`config.mk`:
```
export PLATFORM = sky130hd
export DESIGN_NAME = aes_block_serializer_flat
export DESIGN_NICKNAME = d
export VERILOG_FILES = /design/src/rtl/aes_pkg.sv /design/src/rtl/aes_block_serializer_if.sv /design/src/rtl/aes_byte_select.sv /design/src/rtl/aes_block_serializer.sv /design/src/flat_wrapper.sv
export SDC_FILE = /design/constraint.sdc
export NUM_CORES = 1
export LEC_CHECK = 0
export BUFFER_PORTS_ARGS = -buffer_cell sky130_fd_sc_hd__buf_4
export CAP_MARGIN = 20
export CORE_UTILIZATION = 46
export DETAILED_ROUTE_END_ITERATION = 8
export PLACE_DENSITY = 0.7
export SYNTH_ARGS = -nofsm -noshare
export SYNTH_HDL_FRONTEND = slang
export SYNTH_SLANG_ARGS = --single-unit
```
`constraint.sdc`:
```
create_clock -name clk -period 5 [get_ports clk]
set_clock_uncertainty 0.2 [all_clocks]
set_input_delay 1.25 -clock clk [delete_from_list [all_inputs] [get_ports clk]]
set_output_delay 1.25 -clock clk [all_outputs]
set_load 0.02 [all_outputs]
```
`src/rtl/aes_pkg.sv`:
```
// Shared types and constants for the AES output path.
// Block geometry, byte-index type and the serializer FSM encoding.
package aes_pkg;

  localparam int AES_BLOCK_BYTES = 16;
  localparam int AES_BLOCK_W     = 128;
  localparam int BYTE_IDX_W      = 4;

  typedef logic [AES_BLOCK_W-1:0] aes_block_t;
  typedef logic [BYTE_IDX_W-1:0]  byte_idx_t;

  typedef enum logic {
    IDLE = 1'b0,
    SEND = 1'b1
  } ser_state_t;

  function automatic logic is_last_byte(input byte_idx_t idx);
    return idx == byte_idx_t'(AES_BLOCK_BYTES - 1);
  endfunction

endpackage

```
`src/rtl/aes_block_serializer_if.sv`:
```
// Block-in / byte-out stream bundle between the AES result path and the TX FIFO.
// The serializer sits on the slave side; the producer/consumer pair is the master.
interface aes_block_serializer_if;
  import aes_pkg::*;

  logic       block_valid;
  aes_block_t block_data;
  logic       block_ready;
  logic       byte_valid;
  logic [7:0] byte_data;
  logic       byte_ready;

  modport master (
    output block_valid,
    output block_data,
    output byte_ready,
    input  block_ready,
    input  byte_valid,
    input  byte_data
  );

  modport slave (
    input  block_valid,
    input  block_data,
    input  byte_ready,
    output block_ready,
    output byte_valid,
    output byte_data
  );

endinterface

```
`src/rtl/aes_byte_select.sv`:
```
// Combinational byte lane mux: picks byte idx of a 128-bit block.
// MSB_FIRST=1 maps index 0 to bits [127:120], otherwise to bits [7:0].
module aes_byte_select
  import aes_pkg::*;
#(
  parameter bit MSB_FIRST = 1'b1
) (
  input  aes_block_t data,
  input  byte_idx_t  idx,
  output logic [7:0] byte_out
);

  logic [7:0] lanes [AES_BLOCK_BYTES];

  for (genvar gi = 0; gi < AES_BLOCK_BYTES; gi++) begin : g_lane
    if (MSB_FIRST) begin : g_msb
      assign lanes[gi] = data[AES_BLOCK_W-1-8*gi -: 8];
    end else begin : g_lsb
      assign lanes[gi] = data[8*gi +: 8];
    end
  end

  assign byte_out = lanes[idx];

endmodule

```
`src/rtl/aes_block_serializer.sv`:
```
// Serializes 128-bit AES blocks into a 16-byte valid/ready stream, with a
// one-deep pending buffer so consecutive blocks leave without idle cycles.
module aes_block_serializer
  import aes_pkg::*;
#(
  parameter bit MSB_FIRST = 1'b1,
  parameter int CNT_W     = 16
) (
  input  logic                 clk,
  input  logic                 n_rst,
  aes_block_serializer_if.slave bus,
  output logic                 busy,
  output logic [CNT_W-1:0]     blocks_sent
);

  ser_state_t state_reg, state_next;
  aes_block_t shift_reg, shift_next;
  aes_block_t pending_reg, pending_next;
  logic       pending_valid_reg, pending_valid_next;
  byte_idx_t  byte_idx_reg, byte_idx_next;
  logic [CNT_W-1:0] blocks_sent_reg, blocks_sent_next;

  logic       in_xfer;
  logic       out_xfer;
  logic       last_xfer;
  logic [7:0] sel_byte;

  // Handshakes derived from registered state only, so block_ready never
  // depends combinationally on byte_ready.
  assign in_xfer   = bus.block_valid & ~pending_valid_reg;
  assign out_xfer  = (state_reg == SEND) & bus.byte_ready;
  assign last_xfer = out_xfer & is_last_byte(byte_idx_reg);

  aes_byte_select #(
    .MSB_FIRST(MSB_FIRST)
  ) u_byte_select (
    .data    (shift_reg),
    .idx     (byte_idx_reg),
    .byte_out(sel_byte)
  );

  always_ff @(posedge clk) begin
    if (n_rst) begin
      state_reg         <= IDLE;
      shift_reg         <= '0;
      pending_reg       <= '0;
      pending_valid_reg <= 1'b0;
      byte_idx_reg      <= '0;
      blocks_sent_reg   <= '0;
    end else begin
      state_reg         <= state_next;
      shift_reg         <= shift_next;
      pending_reg       <= pending_next;
      pending_valid_reg <= pending_valid_next;
      byte_idx_reg      <= byte_idx_next;
      blocks_sent_reg   <= blocks_sent_next;
    end
  end

  always_comb begin
    state_next = state_reg;
    case (state_reg)
      IDLE: if (in_xfer) state_next = SEND;
      SEND: if (last_xfer && !pending_valid_reg && !in_xfer) state_next = IDLE;
      default: state_next = IDLE;
    endcase
  end

  always_comb begin
    shift_next         = shift_reg;
    pending_next       = pending_reg;
    pending_valid_next = pending_valid_reg;
    byte_idx_next      = byte_idx_reg;
    blocks_sent_next   = blocks_sent_reg;

    if (last_xfer) blocks_sent_next = blocks_sent_reg + CNT_W'(1);

    case (state_reg)
      IDLE: begin
        if (in_xfer) begin
          shift_next    = bus.block_data;
          byte_idx_next = '0;
        end
      end
      SEND: begin
        if (last_xfer) begin
          byte_idx_next = '0;
          // A queued block wins; otherwise a block arriving on this very
          // edge bypasses the pending buffer and starts immediately.
          if (pending_valid_reg) begin
            shift_next         = pending_reg;
            pending_valid_next = 1'b0;
          end else if (in_xfer) begin
            shift_next = bus.block_data;
          end
        end else begin
          if (out_xfer) byte_idx_next = byte_idx_reg + byte_idx_t'(1);
          if (in_xfer) begin
            pending_next       = bus.block_data;
            pending_valid_next = 1'b1;
          end
        end
      end
      default: ;
    endcase
  end

  always_comb begin
    bus.block_ready = ~pending_valid_reg;
    bus.byte_valid  = (state_reg == SEND);
    bus.byte_data   = (state_reg == SEND) ? sel_byte : 8'h00;
    busy            = (state_reg == SEND) | pending_valid_reg;
    blocks_sent     = blocks_sent_reg;
  end

endmodule

```
`src/flat_wrapper.sv`:
```
// flat-port wrapper written by rule: the top's interface ports become plain ports
module aes_block_serializer_flat import aes_pkg::*;
#(
  parameter bit MSB_FIRST = 1'b1,
  parameter int CNT_W     = 16
)
  (clk, n_rst, busy, blocks_sent, bus_block_valid, bus_block_data, bus_byte_ready, bus_block_ready, bus_byte_valid, bus_byte_data);
  aes_block_serializer_if bus_i ();
  input  logic clk;
  input  logic n_rst;
  output logic busy;
  output logic [CNT_W-1:0] blocks_sent;
  input wire logic [$bits(bus_i.block_valid)-1:0] bus_block_valid;
  input wire logic [$bits(bus_i.block_data)-1:0] bus_block_data;
  input wire logic [$bits(bus_i.byte_ready)-1:0] bus_byte_ready;
  output wire logic [$bits(bus_i.block_ready)-1:0] bus_block_ready;
  output wire logic [$bits(bus_i.byte_valid)-1:0] bus_byte_valid;
  output wire logic [$bits(bus_i.byte_data)-1:0] bus_byte_data;
  assign bus_i.block_valid = bus_block_valid;
  assign bus_i.block_data = bus_block_data;
  assign bus_i.byte_ready = bus_byte_ready;
  assign bus_block_ready = bus_i.block_ready;
  assign bus_byte_valid = bus_i.byte_valid;
  assign bus_byte_data = bus_i.byte_data;
  aes_block_serializer #(.MSB_FIRST(MSB_FIRST), .CNT_W(CNT_W)) u_core (.clk(clk), .n_rst(n_rst), .bus(bus_i), .busy(busy), .blocks_sent(blocks_sent));
endmodule
```
Yosys cells after proc, flatten, opt, wreduce, memory -nomap -nowiden
Cells that the tools add are included.
{"block": "op_classes", "eq_ne": 4, "order_cmp": 1, "n_bitwise": 8, "n_reduce_logical": 8, "addsub": 2, "mux": 17}
{"op": "$mux W128", "count": 3}
{"op": "$pmux W128 S2", "count": 1}
{"op": "$bmux W8 S4", "count": 1}
{"op": "$mux W8", "count": 3}
{"op": "$add A16 B1 Y16 const B", "count": 1}
{"op": "$mux W4", "count": 3}
{"op": "$pmux W4 S2", "count": 1}
{"op": "$ge A5 B5 Y1 const B", "count": 1}
{"op": "$not A4 Y5", "count": 1}
{"op": "$add A4 B1 Y4 const B", "count": 1}
{"op": "$eq A4 B4 Y1 const B", "count": 1}
{"op": "$mux W1", "count": 4}
{"op": "$reduce_and A2 Y1", "count": 2}
{"op": "$and A1 B1 Y1", "count": 3}
{"op": "$ne A3 B3 Y1 const B", "count": 1}
{"op": "$not A1 Y1", "count": 3}
{"op": "$reduce_and A3 Y1", "count": 1}
{"op": "$logic_and A1 B1 Y1", "count": 2}
{"op": "$logic_not A1 Y1", "count": 2}
{"op": "$ne A2 B1 Y1 const B", "count": 1}
{"op": "$ne A2 B2 Y1 const B", "count": 1}
{"op": "$pmux W1 S2", "count": 1}
{"op": "$reduce_bool A2 Y1", "count": 1}
{"op": "$or A1 B1 Y1", "count": 1}
{"block": "word_totals", "ff_bits": 278, "word_cells": 46, "output_inout_bits": 27, "input_bits": 132}

Depth between registers and ports, before layout
{"block": "depth", "ltp_word": 6, "mapped_depth": 7}

Modules after synthesis
Synthesis repeated with hierarchy kept, for this count alone.
{"block": "hier_totals", "cells_unflattened": 1346, "hier_area_um2": 11582.4}
{"module": "aes_block_serializer", "area_each_um2": 10548.9, "n_inst": 1, "cells_each": 1276, "seq_area_each_um2": 5565.3}
{"module": "aes_byte_select", "area_each_um2": 1033.5, "n_inst": 1, "cells_each": 70, "seq_area_each_um2": 0.0}

Worst setup path before layout
Ideal clock, no wire load.
{"block": "synth_timing", "path_kind": "register -> output", "from": "register u_core.byte_idx_reg[0]", "to": "output port bus_byte_data[5]", "stages_incl_launch_ff": 8, "t_arrival_ps": 1718, "slack_ps": 1832, "n_path_buf": 3, "required_ps": 3550, "path_cell_list": "dfxtp_1 buf_2 buf_4 buf_2 mux2i_1 a22oi_1 nand2_1 o21ai_0"}
{"block": "synth_via", "elab_chain_len": 5}
{"element": "start: declaration", "line_no": "aes_block_serializer.sv:20", "rtl": "byte_idx_t byte_idx_reg, byte_idx_next;"}
{"element": "start signal: assignment", "line_no": "aes_block_serializer.sv:55", "rtl": "byte_idx_reg <= byte_idx_next;"}
{"element": "$not A4 Y5 (not written as such)", "line_no": "aes_byte_select.sv:23", "rtl": "assign byte_out = lanes[idx];"}
{"element": "$bmux W8 S4", "line_no": "aes_byte_select.sv:23"}
{"element": "$mux W8 (not written as such) (2 in a row)", "line_no": "aes_byte_select.sv:23"}
{"element": "$mux W8", "line_no": "aes_block_serializer.sv:111", "rtl": "bus.byte_data = (state_reg == SEND) ? sel_byte : 8'h00;"}
{"element": "end: declaration", "line_no": "flat_wrapper.sv:18", "rtl": "output wire logic [$bits(bus_i.byte_data)-1:0] bus_byte_data;"}
Every way passes these cells. The select of a mux whose other input is x is not followed.

Worst setup path after layout
{"block": "layout_timing", "from": "register u_core.byte_idx_reg[2]", "to": "output port bus_byte_data[5]"}
Same word-level chain as after synthesis.

==> flow_summary.ini <==
[run_status]
run_status = completed

[floorplanning]
io-pin-count = 159
core-area_mm2 = 0.0251
start_util = 0.468
die_w_um = 162
row_count = 58
die_area_mm2 = 0.0262
die_y_um = 162

[logic_synthesis]
syn-mean-instance-area_um2 = 8.41
synthTopCellsByCount = dfxtp_1 (278), nand2_1 (276), a21oi_1 (140), nor2_1 (140), a211oi_1 (129)
netlist_area_mm2 = 0.0117
synth_edf_count = 0
syn-instance-count = 1397
ys_warn_count = 0
synth.distinct_cells = 38
yosysTopAreaCell = dfxtp_1
post-synth-top-area-fraction = 0.474
synth-seq-area-share = 0.474
synth_seq_cells = 278
synthTopCellsByArea = dfxtp_1 (47%), nand2_1 (8.8%), a211oi_1 (8.2%)
synth_flop_cell = dfxtp_1
async_flop_share = 0
syn_nets = 1531
post-synth-top-count-cell = dfxtp_1

[drt]
routed_via_density = 5.77
avgRoutedWirePerCell_um = 18.1
wirelength_um = 33000
drt-initial-drc-count = 872
drc = 0
firstDrtPassIters = 5
final_antenna_net_count = 0
vias = 10500

[global_routing]
grt_pass1_vias = 9819
grt_max_degree = 155
gr-total-overflow = 0
antenna_found_initial = 0
grt_pass1_wl_um = 52800
grt_usage = 0.248

[timing]
period_share = 0.884
slew_headroom = 0.257
post-route-min-period_ps = 4420
slew_viol_final = 0
hold_viol_final = 0
holdWs_ps = 254
tightest_slew_ps = 1110
fmax_mhz = 226
rsz0062_at_grt = no
setup_viol = 0
finalSetupTns_ps = 0

[placed_design]
gp_congestion = 0.853
port_buffers = 158
dpl.hpwl_um = 21400

[layout]
nNetsFinal = 1602
multi_input_area_mm2 = 0.00552
num-fill-cells = 2360
syn_to_final_growth_pct = 17.6
seqCellArea_mm2 = 0.00557
fin_util = 0.550
antenna_cells = 0
drive_above_1_share = 0.158

[setup_path]
crit-reg2reg-launch = u_core.byte_idx_reg[0]
r2r_setup_slack_ps = 1190
worstSetupPathType = register to primary output
critPathLaunchType = register
r2r_cells = 5
critical_path.endpoint = bus_byte_data[5]
cp_data_required_time_ps = 3550
r2r_end = u_core.shift_reg[126]
crit_path_max_fanout = 17
crit_arrival_ps = 2970
end_kind = primary output
worstSetupStartpoint = u_core.byte_idx_reg[2]

[power_and_ir_drop]
pwr-share-comb = 0.131
clkPwrFrac = 0.399
ir_drop_uv = 241
p_switching_mw = 1.38
intPower_mw = 3.92
sw_frac_of_total = 0.260
leakagePower_nw = 5.02
seq_power_share = 0.470
p_per_area_mw_per_mm2 = 383

[cts]
cts_buffer_depth = 3
postCtsSetupBuffers = 0
cts_root_buffer = clkbuf_16
cts_tree = built
cts_resized = 0
clkSinkCount = 278
cts_buffers = 28
h-tree-depth = 1
clkTransAtPathRegs_ps = 60
postCtsHoldBufs = 0
worstSkewPairLatency_ps = 540

[flow_run]
cap_violations = 0

[min_path]
hold_class = register to register
worst max-delay path, cell delays in order, from the launching register on:
cell and delay, ps:
dfxtp_1 720, nor2b_1 950, a22oi_1 210, nand3_1 180, o21ai_0 160, buf_4 200
logic make-up (layout without fill, tap and decap cells):
| kind of cell | Yosys count | after routing | share of synthesized area |
|---|---|---|---|
| adders and majority gates | 2 | 2 | 0.00213 |
| buffers and inverters | 136 | 229 | 0.0603 |
| and+or+nand+nor | 475 | 475 | 0.165 |
| xor gates and xnor gates | 8 | 8 | 0.00596 |
| DFF | 278 | 278 | 0.474 |
| AOI/OAI and AO/OA | 441 | 441 | 0.235 |
| muxes | 57 | 57 | 0.0571 |
layout make-up:
type,count,area share
clock buffers,45,0.0612
clock inverters,7,0.00634
inverters,3,0.000815
multi-input cells,983,0.399
flip-flops and latches,278,0.403
well taps,330,0.0299
repair buffers,174,0.0992
placed cells by master, fill, tap and decap left out, types with 4 or more instances in the layout:
| cell | count |
|---|---|
| dfxtp_1 | 277 |
| nand2_1 | 274 |
| buf_4 | 169 |
| a21oi_1 | 140 |
| nor2_1 | 140 |
| a211oi_1 | 129 |
| o22ai_1 | 128 |
| mux2i_1 | 49 |
| clkbuf_16 | 29 |
| a22oi_1 | 24 |
| nand3_1 | 17 |
| o21ai_0 | 13 |
| clkbuf_1 | 10 |
| mux4_2 | 8 |
| nand2b_1 | 8 |
| nand4_1 | 7 |
| clkbuf_8 | 7 |
| xor2_1 | 5 |
| or4_1 | 4 |
| clkinv_2 | 4 |
per-layer routing:
metal,GRT usage,share of wire,vias up
met5,0,0,-
met4,0.0686,0.022,0
met3,0.0327,0.055,52
met2,0.403,0.48,332
met1,0.344,0.44,4987
li1,-,-,5129
per-stage QoR:
| step | power, mW | std cells | setup slack (ps) | cell area [µm²] |
|---|---|---|---|---|
| 2_1_floorplan | 2.97 | 1397 | 1830 | 11700 |
| 3_3_place_gp | 3.21 | 1767 | 1240 | 12900 |
| 3_5_place_dp | 3.22 | 1768 | 1170 | 12900 |
| 4_1_cts | 5.32 | 1820 | 596 | 13800 |
| 5_1_grt | 5.50 | 1820 | 422 | 13800 |
| 6_report | 5.29 | 1820 | 579 | 13800 |
how the worst min path moves through the flow:
stage	cells past startpoint	to	slack, ps	from
after floorplan	2	u_core.pending_reg[121]	230	u_core.pending_reg[121]
after global placement	2	u_core.pending_reg[92]	240	u_core.pending_reg[92]
after detailed placement	2	u_core.pending_reg[65]	250	u_core.pending_reg[65]
after CTS	2	u_core.pending_reg[65]	250	u_core.pending_reg[65]
after global routing	2	u_core.pending_reg[30]	270	u_core.pending_reg[30]
final	2	u_core.pending_reg[89]	250	u_core.pending_reg[89]
power groups by stage:
| stage | Sequential, mW | Combinational, mW | Clock (mW) |
|---|---|---|---|
| final | 2.49 | 0.693 | 2.11 |
| after global routing | 2.50 | 0.762 | 2.24 |
| after CTS | 2.48 | 0.692 | 2.15 |
| after detailed placement | 2.53 | 0.689 | 0 |
| after global placement | 2.53 | 0.678 | 0 |
| after floorplan | 2.47 | 0.491 | 0 |
Power figures use the tool's default switching activity.
